**src/rtl/simd_pkg.sv**
```systemverilog
// Shared constants and types for the SIMD datapath result path.
package simd_pkg;

  localparam int PE_COUNT       = 4;
  localparam int DATA_WIDTH     = 32;
  localparam int INS_ADDR_WIDTH = 11;
  localparam int RD_LATENCY     = 2;
  localparam int FIFO_DEPTH     = 4;

  typedef logic [PE_COUNT-1:0][DATA_WIDTH-1:0] row_t;

  typedef enum logic [1:0] {
    ST_IDLE,
    ST_WAIT_VALID,
    ST_ISSUE,
    ST_DRAIN
  } drain_state_e;

endpackage

```
**src/rtl/result_fifo.sv**
```systemverilog
// Small synchronous FIFO; the head entry is presented from flops and reads as zero when empty.
module result_fifo #(
  parameter int WIDTH = 8,
  parameter int DEPTH = 4
) (
  input  logic                     clk,
  input  logic                     rst,
  input  logic                     wr_en,
  input  logic [WIDTH-1:0]         wr_data,
  input  logic                     rd_en,
  output logic [WIDTH-1:0]         rd_data,
  output logic [$clog2(DEPTH):0]   count,
  output logic                     full,
  output logic                     empty
);

  localparam int PTR_W = $clog2(DEPTH);

  logic [WIDTH-1:0] mem_q [DEPTH];
  logic [PTR_W-1:0] wr_ptr_q, rd_ptr_q;
  logic [PTR_W:0]   count_q;
  logic             do_wr, do_rd;

  assign full  = (count_q == (PTR_W+1)'(DEPTH));
  assign empty = (count_q == '0);
  assign do_rd = rd_en && !empty;
  // A write at full is accepted only when the head leaves in the same cycle.
  assign do_wr = wr_en && (!full || do_rd);

  always_ff @(posedge clk) begin
    if (do_wr) begin
      mem_q[wr_ptr_q] <= wr_data;
    end
  end

  always_ff @(posedge clk) begin
    if (rst) begin
      wr_ptr_q <= '0;
      rd_ptr_q <= '0;
      count_q  <= '0;
    end else begin
      if (do_wr) wr_ptr_q <= wr_ptr_q + PTR_W'(1);
      if (do_rd) rd_ptr_q <= rd_ptr_q + PTR_W'(1);
      if (do_wr && !do_rd) begin
        count_q <= count_q + (PTR_W+1)'(1);
      end else if (!do_wr && do_rd) begin
        count_q <= count_q - (PTR_W+1)'(1);
      end
    end
  end

  assign rd_data = empty ? '0 : mem_q[rd_ptr_q];
  assign count   = count_q;

endmodule

```
**src/rtl/result_drain.sv**
```systemverilog
// Walks BRAM R rows 0..num_rows-1 and streams them out as AXI4-Stream beats.
// Reads are credit-limited so the output FIFO can always absorb in-flight data.
module result_drain #(
  parameter int PE_COUNT       = simd_pkg::PE_COUNT,
  parameter int DATA_WIDTH     = simd_pkg::DATA_WIDTH,
  parameter int INS_ADDR_WIDTH = simd_pkg::INS_ADDR_WIDTH,
  parameter int RD_LATENCY     = simd_pkg::RD_LATENCY,
  parameter int FIFO_DEPTH     = simd_pkg::FIFO_DEPTH
) (
  input  logic                           clk,
  input  logic                           rst,
  input  logic                           start,
  input  logic [INS_ADDR_WIDTH:0]        num_rows,
  input  logic                           out_data_valid,
  output logic [INS_ADDR_WIDTH-1:0]      bram_r_r_addr,
  input  logic [PE_COUNT*DATA_WIDTH-1:0] bram_r_r_data,
  output logic [PE_COUNT*DATA_WIDTH-1:0] m_tdata,
  output logic                           m_tvalid,
  input  logic                           m_tready,
  output logic                           m_tlast,
  output logic                           busy,
  output logic                           done
);

  import simd_pkg::*;

  localparam int ROW_W = PE_COUNT * DATA_WIDTH;
  localparam int ENT_W = ROW_W + 1;
  localparam int CNT_W = $clog2(FIFO_DEPTH) + 1;
  localparam int CTR_W = INS_ADDR_WIDTH + 1;

  drain_state_e              state_q, state_d;
  logic [CTR_W-1:0]          rows_q, issued_q;
  logic [INS_ADDR_WIDTH-1:0] addr_q;
  logic [RD_LATENCY-1:0]     pipe_vld_q, pipe_last_q;
  logic                      done_q;

  logic                      issue_en, issue_last, credit_ok, final_xfer;
  logic [CNT_W:0]            inflight;
  logic [CNT_W-1:0]          fifo_count;
  logic [ENT_W-1:0]          fifo_rd_data;
  logic                      fifo_full, fifo_empty;

  always_comb begin
    inflight = '0;
    for (int i = 0; i < RD_LATENCY; i++) begin
      inflight = inflight + (CNT_W+1)'(pipe_vld_q[i]);
    end
  end

  // Queued rows plus outstanding reads must fit in the FIFO before a new read goes out.
  assign credit_ok  = (({1'b0, fifo_count} + inflight) < (CNT_W+1)'(FIFO_DEPTH));
  assign issue_last = (issued_q == rows_q - CTR_W'(1));
  assign final_xfer = m_tvalid && m_tready && m_tlast;

  always_ff @(posedge clk) begin
    if (rst) begin
      state_q <= ST_IDLE;
    end else begin
      state_q <= state_d;
    end
  end

  always_comb begin
    state_d = state_q;
    case (state_q)
      ST_IDLE:       if (start && num_rows != '0) state_d = ST_WAIT_VALID;
      ST_WAIT_VALID: if (out_data_valid)          state_d = ST_ISSUE;
      ST_ISSUE:      if (issue_en && issue_last)  state_d = ST_DRAIN;
      ST_DRAIN:      if (final_xfer)              state_d = ST_IDLE;
      default:                                    state_d = ST_IDLE;
    endcase
  end

  always_comb begin
    issue_en      = (state_q == ST_ISSUE) && credit_ok;
    bram_r_r_addr = issue_en ? issued_q[INS_ADDR_WIDTH-1:0] : addr_q;
    busy          = (state_q != ST_IDLE);
    done          = done_q;
  end

  always_ff @(posedge clk) begin
    if (rst) begin
      rows_q   <= '0;
      issued_q <= '0;
      addr_q   <= '0;
      done_q   <= 1'b0;
    end else begin
      done_q <= 1'b0;
      if (state_q == ST_IDLE && start) begin
        if (num_rows == '0) begin
          done_q <= 1'b1;
        end else begin
          rows_q   <= num_rows;
          issued_q <= '0;
        end
      end
      if (issue_en) begin
        issued_q <= issued_q + CTR_W'(1);
        addr_q   <= issued_q[INS_ADDR_WIDTH-1:0];
      end
      if (state_q == ST_DRAIN && final_xfer) begin
        done_q <= 1'b1;
      end
    end
  end

  // Read-latency tracker; the last-row tag rides along with each read.
  always_ff @(posedge clk) begin
    if (rst) begin
      pipe_vld_q  <= '0;
      pipe_last_q <= '0;
    end else begin
      for (int i = RD_LATENCY - 1; i > 0; i--) begin
        pipe_vld_q[i]  <= pipe_vld_q[i-1];
        pipe_last_q[i] <= pipe_last_q[i-1];
      end
      pipe_vld_q[0]  <= issue_en;
      pipe_last_q[0] <= issue_en && issue_last;
    end
  end

  result_fifo #(
    .WIDTH (ENT_W),
    .DEPTH (FIFO_DEPTH)
  ) u_fifo (
    .clk     (clk),
    .rst     (rst),
    .wr_en   (pipe_vld_q[RD_LATENCY-1]),
    .wr_data ({pipe_last_q[RD_LATENCY-1], bram_r_r_data}),
    .rd_en   (m_tready),
    .rd_data (fifo_rd_data),
    .count   (fifo_count),
    .full    (fifo_full),
    .empty   (fifo_empty)
  );

  assign m_tvalid          = !fifo_empty;
  assign {m_tlast, m_tdata} = fifo_rd_data;

  logic unused_full;
  assign unused_full = fifo_full;

endmodule

```
**config.mk**
```make
export PLATFORM = sky130hd
export DESIGN_NAME = result_drain
export DESIGN_NICKNAME = d
export VERILOG_FILES = /design/src/rtl/simd_pkg.sv /design/src/rtl/result_fifo.sv /design/src/rtl/result_drain.sv
export SDC_FILE = /design/constraint.sdc
export NUM_CORES = 1
export LEC_CHECK = 0
export CAP_MARGIN = 20
export CORE_MARGIN = 3
export CORE_UTILIZATION = 59
export DETAILED_ROUTE_END_ITERATION = 8
export MAX_ROUTING_LAYER = met4
export PLACE_DENSITY = 0.8
export SYNTH_ARGS = -nofsm -noshare
export SYNTH_HDL_FRONTEND = slang
export SYNTH_SLANG_ARGS = --single-unit
```
**constraint.sdc**
```tcl
create_clock -name clk -period 10 [get_ports clk]
set_input_delay 2.5 -clock clk [delete_from_list [all_inputs] [get_ports clk]]
set_output_delay 2.5 -clock clk [all_outputs]
set_load 0.02 [all_outputs]
```
# Word level (Yosys, flattened, before mapping)
# Memory sizes are Yosys's and may differ from the RTL's. A register that Yosys moved wholly into a read port is not among the register bits.
# Index checks and enable logic that the tools add are counted.
# totals
input_bits	145
ram_bits	516
n_memories	1
out_inout_bits	143
ff_bits	49
# classes
addsub	8
n_reduce_logical	25
n_eq_ne	10
n_lt_le_gt_ge	1
n_bitwise	1
muxes	19
# mem_list
name	depth	width	read_ports	rd_clocked_by_memory_dff	write_ports	line_no	source
u_fifo.mem_q	4	129	1	1	1	result_fifo.sv:19	logic [WIDTH-1:0] mem_q [DEPTH];
# ops
op	count
$mux 129	1
$mux 12	3
$add 12x1->12 const B	1
$eq 12x12->1	1
$logic_not 12->1	1
$mux 2	6
$reduce_bool 12->1	1
$sub 12x1->12 const B	1
$mux 11	1
$logic_and 1x1->1	10
$ne 2x2->1 const B	5
$pmux 2 s4	1
$mux 3	2
$reduce_bool 2->1	3
$mux 1	5
$add 2x1->2 const B	2
$add 3x2->4	1
$eq 2x2->1 const B	2
$logic_not 1->1	4
$lt 4x3->1 const B	1
$reduce_and 2->1	2
$reduce_and 4->1	1
$add 3x1->3 const B	1
$eq 3x3->1 const B	1
7 further kinds	7

# Logic depth before layout (Yosys ltp)
# Gate-level depths: netlist of the first run.
# depth
ltp_word	9
mapped_depth	9

# By module
# From an unflattened synthesis of the first run, not the netlist that was laid out.
# hier_totals
cells_unflattened	1147
area_unflattened_um2	22211.3
# modules_own_cells
mod	instances	cells_each	area_each_um2
result_fifo	1	865	19944.1
result_drain	1	282	2267.2

# Worst setup path before layout of the first run
# Ideal clock, no wire load.
# synth_path
kind	input -> register
startpoint	input port m_tready
endpoint	memory u_fifo.mem_q[0][0] (netlist bit), enable pin
setup_slack_ps	3751
cell_stages	2
t_arrival_ps	5746
cell_sequence	o41a_1 > and2_1
# synth_between
elab_chain_len	5
# synth_rtl
item	line_no	source
start: declaration	result_drain.sv:19	input logic m_tready,
$logic_and 1x1->1	result_fifo.sv:26	assign do_rd = rd_en && !empty;
$logic_or 1x1->1	result_fifo.sv:28	assign do_wr = wr_en && (!full || do_rd);
$logic_and 1x1->1	result_fifo.sv:28	
$mux 1	result_fifo.sv:31	if (do_wr) begin
$mux 1 (implied by the code)	result_fifo.sv:32	mem_q[wr_ptr_q] <= wr_data;
end: declaration	result_fifo.sv:19	
# Every way passes these cells.

==> results.ini, run 1 <==
[synth]
synth_fp_nets=1309
synth_edf_count=516
synth_area_per_cell_sq_um=19.25
syn_area_sq_mm=0.02214
synth_warnings=0
yosys_most_used_dff=edfxtp_1
synth_cell_type_count=54
syn_inst=1150
seq_area_frac_synth=0.7459
synthArstFlopShare=0
synth-seq-cells=567

[sta]
worstMarginPinSlew_ns=1.082
fin_skew_ns=0.01236
fin_ws_ns=3.672
slew-limit-headroom=0.2788
hold_slack_ns=0.4634
setup_violations=0
fin_setup_tns_ns=0
timing.final.crit_share=0.6328
period_needed_ns=6.328
timing.fmax_mhz=158.0
final_max_slew_viol_count=0
hold_violations=0
rsz0062_at_grt=no

[routing]
dr_total_vias=11440
drt-vias-per-instance=5.813
drcViolationCount=0
wl_per_cell_microns=22.96
wl_mm=45.18
dr.pass1.iters=5
drtIter0Drc=651
postRouteAntennaNets=0

[die]
dieWidth_microns=199.7
die_h_microns=199.7
coreArea_sq_mm=0.03679
rows=70
die_area_sq_mm=0.03989
start_util=0.6019
io_pins=288

[power]
power_switching_mw=2.137
internal_power_mw=4.928
total_power_mw=7.064
pwr-share-clk=0.282
combPwrFrac=0.331
p_leak_nw=8.760
p_per_area_mw_per_mm2=259.3
switching_share=0.3025
p_seq_frac=0.387
ir_drop_v=0.0002319

[grt]
grt_pass1_wl_mm=68.34
grt_overflow=0
grt_pass1_vias=11910
antenna_found_initial=9
grt_max_degree=104
grtUsageTotal=0.2350

[final_layout]
syn_to_final_growth_pct=23.02
stdcell_area_sq_mm=0.02724
nNetsFinal=1606
fin_cells=1968
postLayoutCoreUtil=0.7405
drive_gt1_frac=0.1597
multi_input_area_sq_mm=0.005356
fill_cells=2162
regArea_sq_mm=0.01652

[clock_network]
cts_root_buf=clkbuf_16
holdBufCountCts=0
cts.sinks=567
clkLatencyLatePin_ns=0.59
post_cts_resized=0
cts_tree=yes
numCtsBuffers=55
post-cts-setup-buffers=0
cts.path.max_buffers=3
htreeDepth=2
cts.clk_slew.worst_paths_ns=0.06

[setup_path]
required_ns=7.50
crit_type=register to primary output
path_buf_inv=2
crit_arrival_ns=3.83
critical-path-top-delay-family=buffers and inverters
crit_slowest_cell=dfxtp_4
cp_max_fo=48
max_stage_delay_ns=0.93
cp_cell_sequence=buf_4, mux4_2, and2_1, clkdlybuf4s50_1
critPathCaptureType=primary output
cp-start-kind=register

[place]
post-place-ws_ns=4.159
gp_congestion=0.8092
place_hpwl_mm=26.70
port_buffers=287
placed_cells=1858
postPlaceCellArea_sq_mm=0.02548

[outcome]
outcome=completed

[hold_path]
hold_path_class=register to register

[job]
max_cap_viol_count=0

-- layer usage --
metal,wire length [microns],up-vias,global-route usage
li1,-,5158,-
met1,17700,5859,0.2978
met2,22880,335,0.3717
met3,3356,87,0.06576
met4,1242,0,0.08271
met5,0,-,-
-- layout by cell type, fill, tap and decap left out, drive strengths merged, types with 5 or more instances in the layout --
master	synthesis	layout
xor2	9	9
mux4	129	129
nor4	6	6
o21ai	9	9
clkbuf	40	68
buf	19	12
xnor2	6	6
a21oi	14	14
clkinv	0	24
nor2	47	47
clkdlybuf4s50	0	287
ha	13	13
inv	13	15
nand3	11	11
nor2b	15	15
dfxtp	51	51
nor3	5	5
nand4	6	6
diode	0	10
and2	133	133
mux2i	13	13
bufinv	0	5
nand2	47	47
edfxtp	516	516
-- state kept, by name, summed over array words and instances, names as in the netlist, named ones only --
| register | count |
|---|---|
| pipe_vld_q | 2 |
| done | 1 |
| state_q | 2 |
| addr_q | 11 |
| u_fifo.wr_ptr_q | 2 |
| u_fifo.mem_q | 516 |
| issued_q | 12 |
| rows_q | 12 |
| u_fifo.rd_ptr_q | 2 |
| pipe_last_q | 2 |
| u_fifo.count | 3 |
-- layout make-up --
type | count | area share
antenna | 10 | 0.0009187
clock buffer | 68 | 0.05305
clock inverter | 32 | 0.01075
inverter | 13 | 0.001791
multi-input combinational | 511 | 0.1966
sequential | 567 | 0.6066
tap | 468 | 0.02150
timing repair buffer | 299 | 0.1088
-- synthesized netlist by cell type, drive strengths merged, types with 2 or more instances --
master,number,area [sq um]
nor4,6,67.56
or4,2,22.52
xor2,9,78.83
edfxtp,516,15490
a21o,2,15.01
mux2i,13,130.1
o41a,2,22.52
nor3b,3,22.52
ha,13,162.7
or2,2,15.02
a21oi,14,70.07
dfxtp,51,1021
a211oi,2,15.01
or3,4,25.02
a311oi,3,32.53
mux2,3,33.78
nor2,47,176.4
inv,13,48.80
nand3,11,60.06
nor2b,15,93.84
nor3,5,25.02
nand3b,4,30.03
and3,2,12.51
buf,19,96.34
nand2,47,176.4
o21ai,9,45.04
clkbuf,40,150.1
and2,133,832.1
a31oi,4,25.02
nand2b,2,12.51
nand4,6,43.79
xnor2,6,52.55
mux4,129,2905
-- worst paths after layout --
check                 startpoint        endpoint  slack [ns]  cells past startpoint
setup / recovery        register     m_tdata[40]        3.67                      4
hold / removal    pipe_last_q[0]  pipe_last_q[1]        0.46                      1
setup reg to reg        register      state_q[0]        6.45                      6
hold reg to reg   pipe_last_q[0]  pipe_last_q[1]        0.46                      1
-- power by group through the flow --
stage | Combinational [mW] | Clock [mW] | Sequential, mW
floorplan | 1.42 | 0 | 2.71
global placement | 2.35 | 0 | 2.79
global route | 2.50 | 2.13 | 2.75
detailed placement | 2.37 | 0 | 2.79
finish | 2.34 | 1.99 | 2.73
CTS | 2.38 | 2.03 | 2.74
-- cell families after synthesis --
group,Yosys count,share of synthesized area
compound gates,46,0.01424
xor+xnor,15,0.005933
fa+ha+maj,14,0.008250
buf+inv,72,0.01334
flops,567,0.7459
mux,145,0.1386
simple gates,291,0.07374
(Power assumes the default switching activity.)
==> run 2, diff against run 1 <==
Settings changed: CORE_UTILIZATION 59 to 50, PLACE_DENSITY 0.8 to 0.72.
Clock period 10 ns to 5.6 ns, I/O delays scaled along.
==> results.ini, run 2 (synthesis results as in run 1) <==
[sta]
slew-limit-headroom=0.3196
timing.fmax_mhz=217.6
timing.final.crit_share=0.8207
worstMarginPinSlew_ns=1.021
final_max_slew_viol_count=0
fin_skew_ns=0.02998
rsz0062_at_grt=no
period_needed_ns=4.596
fin_setup_tns_ns=0
setup_violations=0
fin_ws_ns=1.004
hold_violations=0
hold_slack_ns=0.4610

[grt]
grt-busiest-layer=met2
met1_usage=0.2859
grtUsageMet2=0.3215
grt_overflow=0
grt_util_met3=0.05749
grtUsageTotal=0.2108
grt_pass1_vias=11970
antenna_found_initial=13
grt_max_degree=95
grt_pass1_wl_mm=72.61

[setup_path]
required_ns=4.20
crit_arrival_ns=3.20
cp_max_fo=38
crit_type=register to primary output
cp-start-kind=register
critPathCaptureType=primary output

[clock_network]
cts_root_buf=clkbuf_16
cts.sinks=567
post-cts-setup-buffers=0
holdBufCountCts=0
post_cts_resized=0
cts_tree=yes
cts.path.max_buffers=3
htreeDepth=2
numCtsBuffers=56
clkLatencyLatePin_ns=0.62
cts.clk_slew.worst_paths_ns=0.06

[place]
place_hpwl_mm=29.85
port_buffers=287
post-place-ws_ns=1.547
gp_congestion=0.7979
postPlaceCellArea_sq_mm=0.02583

[die]
die_area_sq_mm=0.04685
start_util=0.5095
coreArea_sq_mm=0.04346
dieWidth_microns=216.4
io_pins=288
rows=76
die_h_microns=216.4

[final_layout]
drive_gt1_frac=0.1748
largest_reg_flops=516
fill_cells=2987
nNetsFinal=1622
mostFrequentLayoutCells=edfxtp_1 (516), clkdlybuf4s50_1 (287), mux4_2 (129), and2_1 (129), clkbuf_16 (57)
top_register=u_fifo.mem_q
largestRegisters=u_fifo.mem_q: 516 flops, issued_q: 12 flops, rows_q: 12 flops
syn_to_final_growth_pct=25.26
stdcell_area_sq_mm=0.02774
final_common_cell=edfxtp_1
postLayoutCoreUtil=0.6382

[hold_path]
hold_path_class=register to register

[job]
max_cap_viol_count=0

[routing]
wl_mm=47.48
dr.pass1.iters=5
drtIter0Drc=933
wl_per_cell_microns=22.52
postRouteAntennaNets=0
dr_total_vias=11440
drcViolationCount=0
drt-vias-per-instance=5.426

[outcome]
outcome=completed

[power]
ir_drop_v=0.0003922
p_leak_nw=8.937
p_per_area_mw_per_mm2=466.2

-- run 2: cell type report --
type | instances | area (sq um) | area share
well taps | 585 | 732.0 | 0.02639
inverters | 13 | 48.80 | 0.001759
clock buffers | 62 | 1445 | 0.05210
multi-input cells | 511 | 5353 | 0.1930
flip-flops and latches | 567 | 16520 | 0.5957
clock inverters | 43 | 425.4 | 0.01534
diodes | 13 | 32.53 | 0.001173
repair buffers | 314 | 3176 | 0.1145
-- run 2: power by group --
group	internal, mW	leakage (nW)	total [mW]	switching, mW
combinational	2.10	2.95	4.32	2.22
clock	2.15	0.925	3.75	1.59
sequential	4.70	5.06	4.86	0.160
-- run 2: worst max-delay path: stages, from the launching register on --
cell	delay (ns)
dfxtp_4	0.92
buf_4	0.37
mux4_2	0.51
and2_1	0.17
clkdlybuf4s50_1	0.59
-- run 2: layer usage --
layer	wire length, microns	share of wire
met4	778	0.016
met2	22760	0.48
met3	3749	0.079
met1	20190	0.43
met5	0	0
-- run 2: worst paths after layout --
kind,startpoint,end,slack [ns],cells after the start
max,register,m_tdata[73],1.00,4
min,pipe_last_q[0],pipe_last_q[1],0.46,1
max reg2reg,u_fifo.count[0],state_q[0],2.57,5
min reg2reg,pipe_last_q[0],pipe_last_q[1],0.46,1
-- run 2: through the flow --
step	power (mW)	instances
floorplan	7.389	1150
global placement	9.298	1990
detailed placement	9.306	1990
CTS	13.10	2095
global route	13.50	2107
finish	12.93	2108
==> run 3, diff against run 2 <==
Clock period 5.6 ns to 3.9 ns, I/O delays scaled along.
==> results.ini, run 3 (synthesis results as in run 1) <==
[setup_path]
critPathCaptureType=primary output
crit_type=register to primary output
required_ns=2.92
crit_arrival_ns=2.75
crit_slowest_cell=clkdlybuf4s50_1
cp_cell_sequence=or3_4, buf_12, and2_1, clkdlybuf4s50_1
cp_max_fo=49
cp-start-kind=register
max_stage_delay_ns=0.67

[sta]
hold_violations=0
timing.fmax_mhz=268.2
fin_ws_ns=0.1709
fin_skew_ns=0.02827
fin_setup_tns_ns=0
slew-limit-headroom=0.5316
worstMarginPinSlew_ns=0.7004
period_needed_ns=3.729
setup_violations=0
rsz0062_at_grt=no
hold_slack_ns=0.4536
final_max_slew_viol_count=0
timing.final.crit_share=0.9562

[die]
rows=76
coreArea_sq_mm=0.04346
die_area_sq_mm=0.04685
start_util=0.5095
io_pins=288
dieWidth_microns=216.4
die_h_microns=216.4

[grt]
grt_max_degree=87
grt_pass1_wl_mm=72.13
grtUsageTotal=0.2086
grt_pass1_vias=12050
antenna_found_initial=8
grt_overflow=0

[power]
pwr-share-clk=0.275
switching_share=0.3058
ir_drop_v=0.0004578
total_power_mw=18.41
p_leak_nw=9.104
combPwrFrac=0.352
p_per_area_mw_per_mm2=659.5
internal_power_mw=12.78
p_seq_frac=0.372
power_switching_mw=5.631

[final_layout]
drive_gt1_frac=0.1749
final_common_cell=edfxtp_1
nNetsFinal=1634
largestRegisters=u_fifo.mem_q: 516 flops, issued_q: 12 flops, rows_q: 12 flops
top_register=u_fifo.mem_q
largest_reg_flops=516
fin_cells=2111
fill_cells=2984
mostFrequentLayoutCells=edfxtp_1 (516), clkdlybuf4s50_1 (279), mux4_2 (129), and2_1 (129), clkbuf_16 (55)
syn_to_final_growth_pct=26.08

[place]
gp_congestion=0.8313
post-place-ws_ns=0.6249
place_hpwl_mm=29.89
placed_cells=1999
port_buffers=287

[routing]
postRouteAntennaNets=0
wl_mm=46.95
drtIter0Drc=816
wl_per_cell_microns=22.24
drcViolationCount=0
drt-vias-per-instance=5.427
dr.pass1.iters=5
dr_total_vias=11460

[clock_network]
numCtsBuffers=55
cts_tree=yes
holdBufCountCts=0
cts.sinks=567
htreeDepth=2
cts_root_buf=clkbuf_16
clkLatencyLatePin_ns=0.61
cts.clk_slew.worst_paths_ns=0.06
cts.path.max_buffers=3

[outcome]
outcome=completed

[job]
max_cap_viol_count=0

[hold_path]
hold_path_class=register to register

==> run 3: cell types whose count changed in the layout (fill, tap and decap cells not counted), moves of 3 or more <==
cell | before | now
buf_4 | 19 | 15
clkinv_1 | 13 | 19
clkinv_2 | 15 | 10
inv_6 | 3 | 0
dlymetal6s2s_1 | 0 | 8
clkinv_4 | 4 | 0
buf_12 | 8 | 24
clkdlybuf4s50_1 | 287 | 279
==> run 3: area by class of cell <==
cell class                 count  area (sq um)  share of cell area
inverter                      13         48.80            0.001748
tap                          585         732.0             0.02622
sequential                   567         16520              0.5919
clock buffer                  60          1395             0.04997
clock inverter                37         339.1             0.01215
timing repair buffer         327          3497              0.1253
antenna                       11         27.53           0.0009860
multi-input combinational    511          5354              0.1918
==> run 3: worst paths after layout <==
check	to	start	slack, ns	cells after the start
hold / removal	pipe_last_q[1]	pipe_last_q[0]	0.45	1
setup reg to reg	u_fifo.count[2]	u_fifo.count[1]	1.13	9
hold reg to reg	pipe_last_q[1]	pipe_last_q[0]	0.45	1
setup / recovery	m_tdata[116]	u_fifo.count[1]	0.17	4
==> run 3: worst max-delay path: cells and delay by family, from the launching register on <==
family | cells | cell delay [ns]
buf+inv | 2 | 0.95
simple gates | 2 | 0.74
flops | 1 | 0.43
==> run 3: timing repair <==
| action | 4_1_cts | 5_1_grt |
|---|---|---|
| gates resized for setup | 1 | 10 |
| endpoints found under the setup margin | 26 | 25 |
| buffers inserted | 4 | 0 |
| pin swaps | 0 | 1 |
==> run 3: power groups by stage <==
| stage | logic [mW] | registers, mW | clock network (mW) |
|---|---|---|---|
| finish | 6.49 | 6.85 | 5.07 |
| global route | 6.91 | 6.87 | 5.44 |
| CTS | 6.61 | 6.85 | 5.19 |
| detailed placement | 6.45 | 7.03 | 0 |
| global placement | 6.44 | 7.03 | 0 |
| floorplan | 3.65 | 6.95 | 0 |
==> run 3: per-layer routing <==
layer  track usage  up-vias  part of all wire
met5             -        -                 0
met4       0.05494        0             0.020
met3       0.06646       76             0.087
met2        0.3330      367              0.50
met1        0.2625     5815              0.39
li1              -     5198                 -
==> run 3: stage by stage <==
step | cell area [sq um] | utilization
2_1_floorplan | 22150 | -
3_3_place_gp | 26090 | 0.6003
3_5_place_dp | 26090 | 0.6003
4_1_cts | 27870 | 0.6412
5_1_grt | 27910 | 0.6423
6_report | 27920 | 0.6424
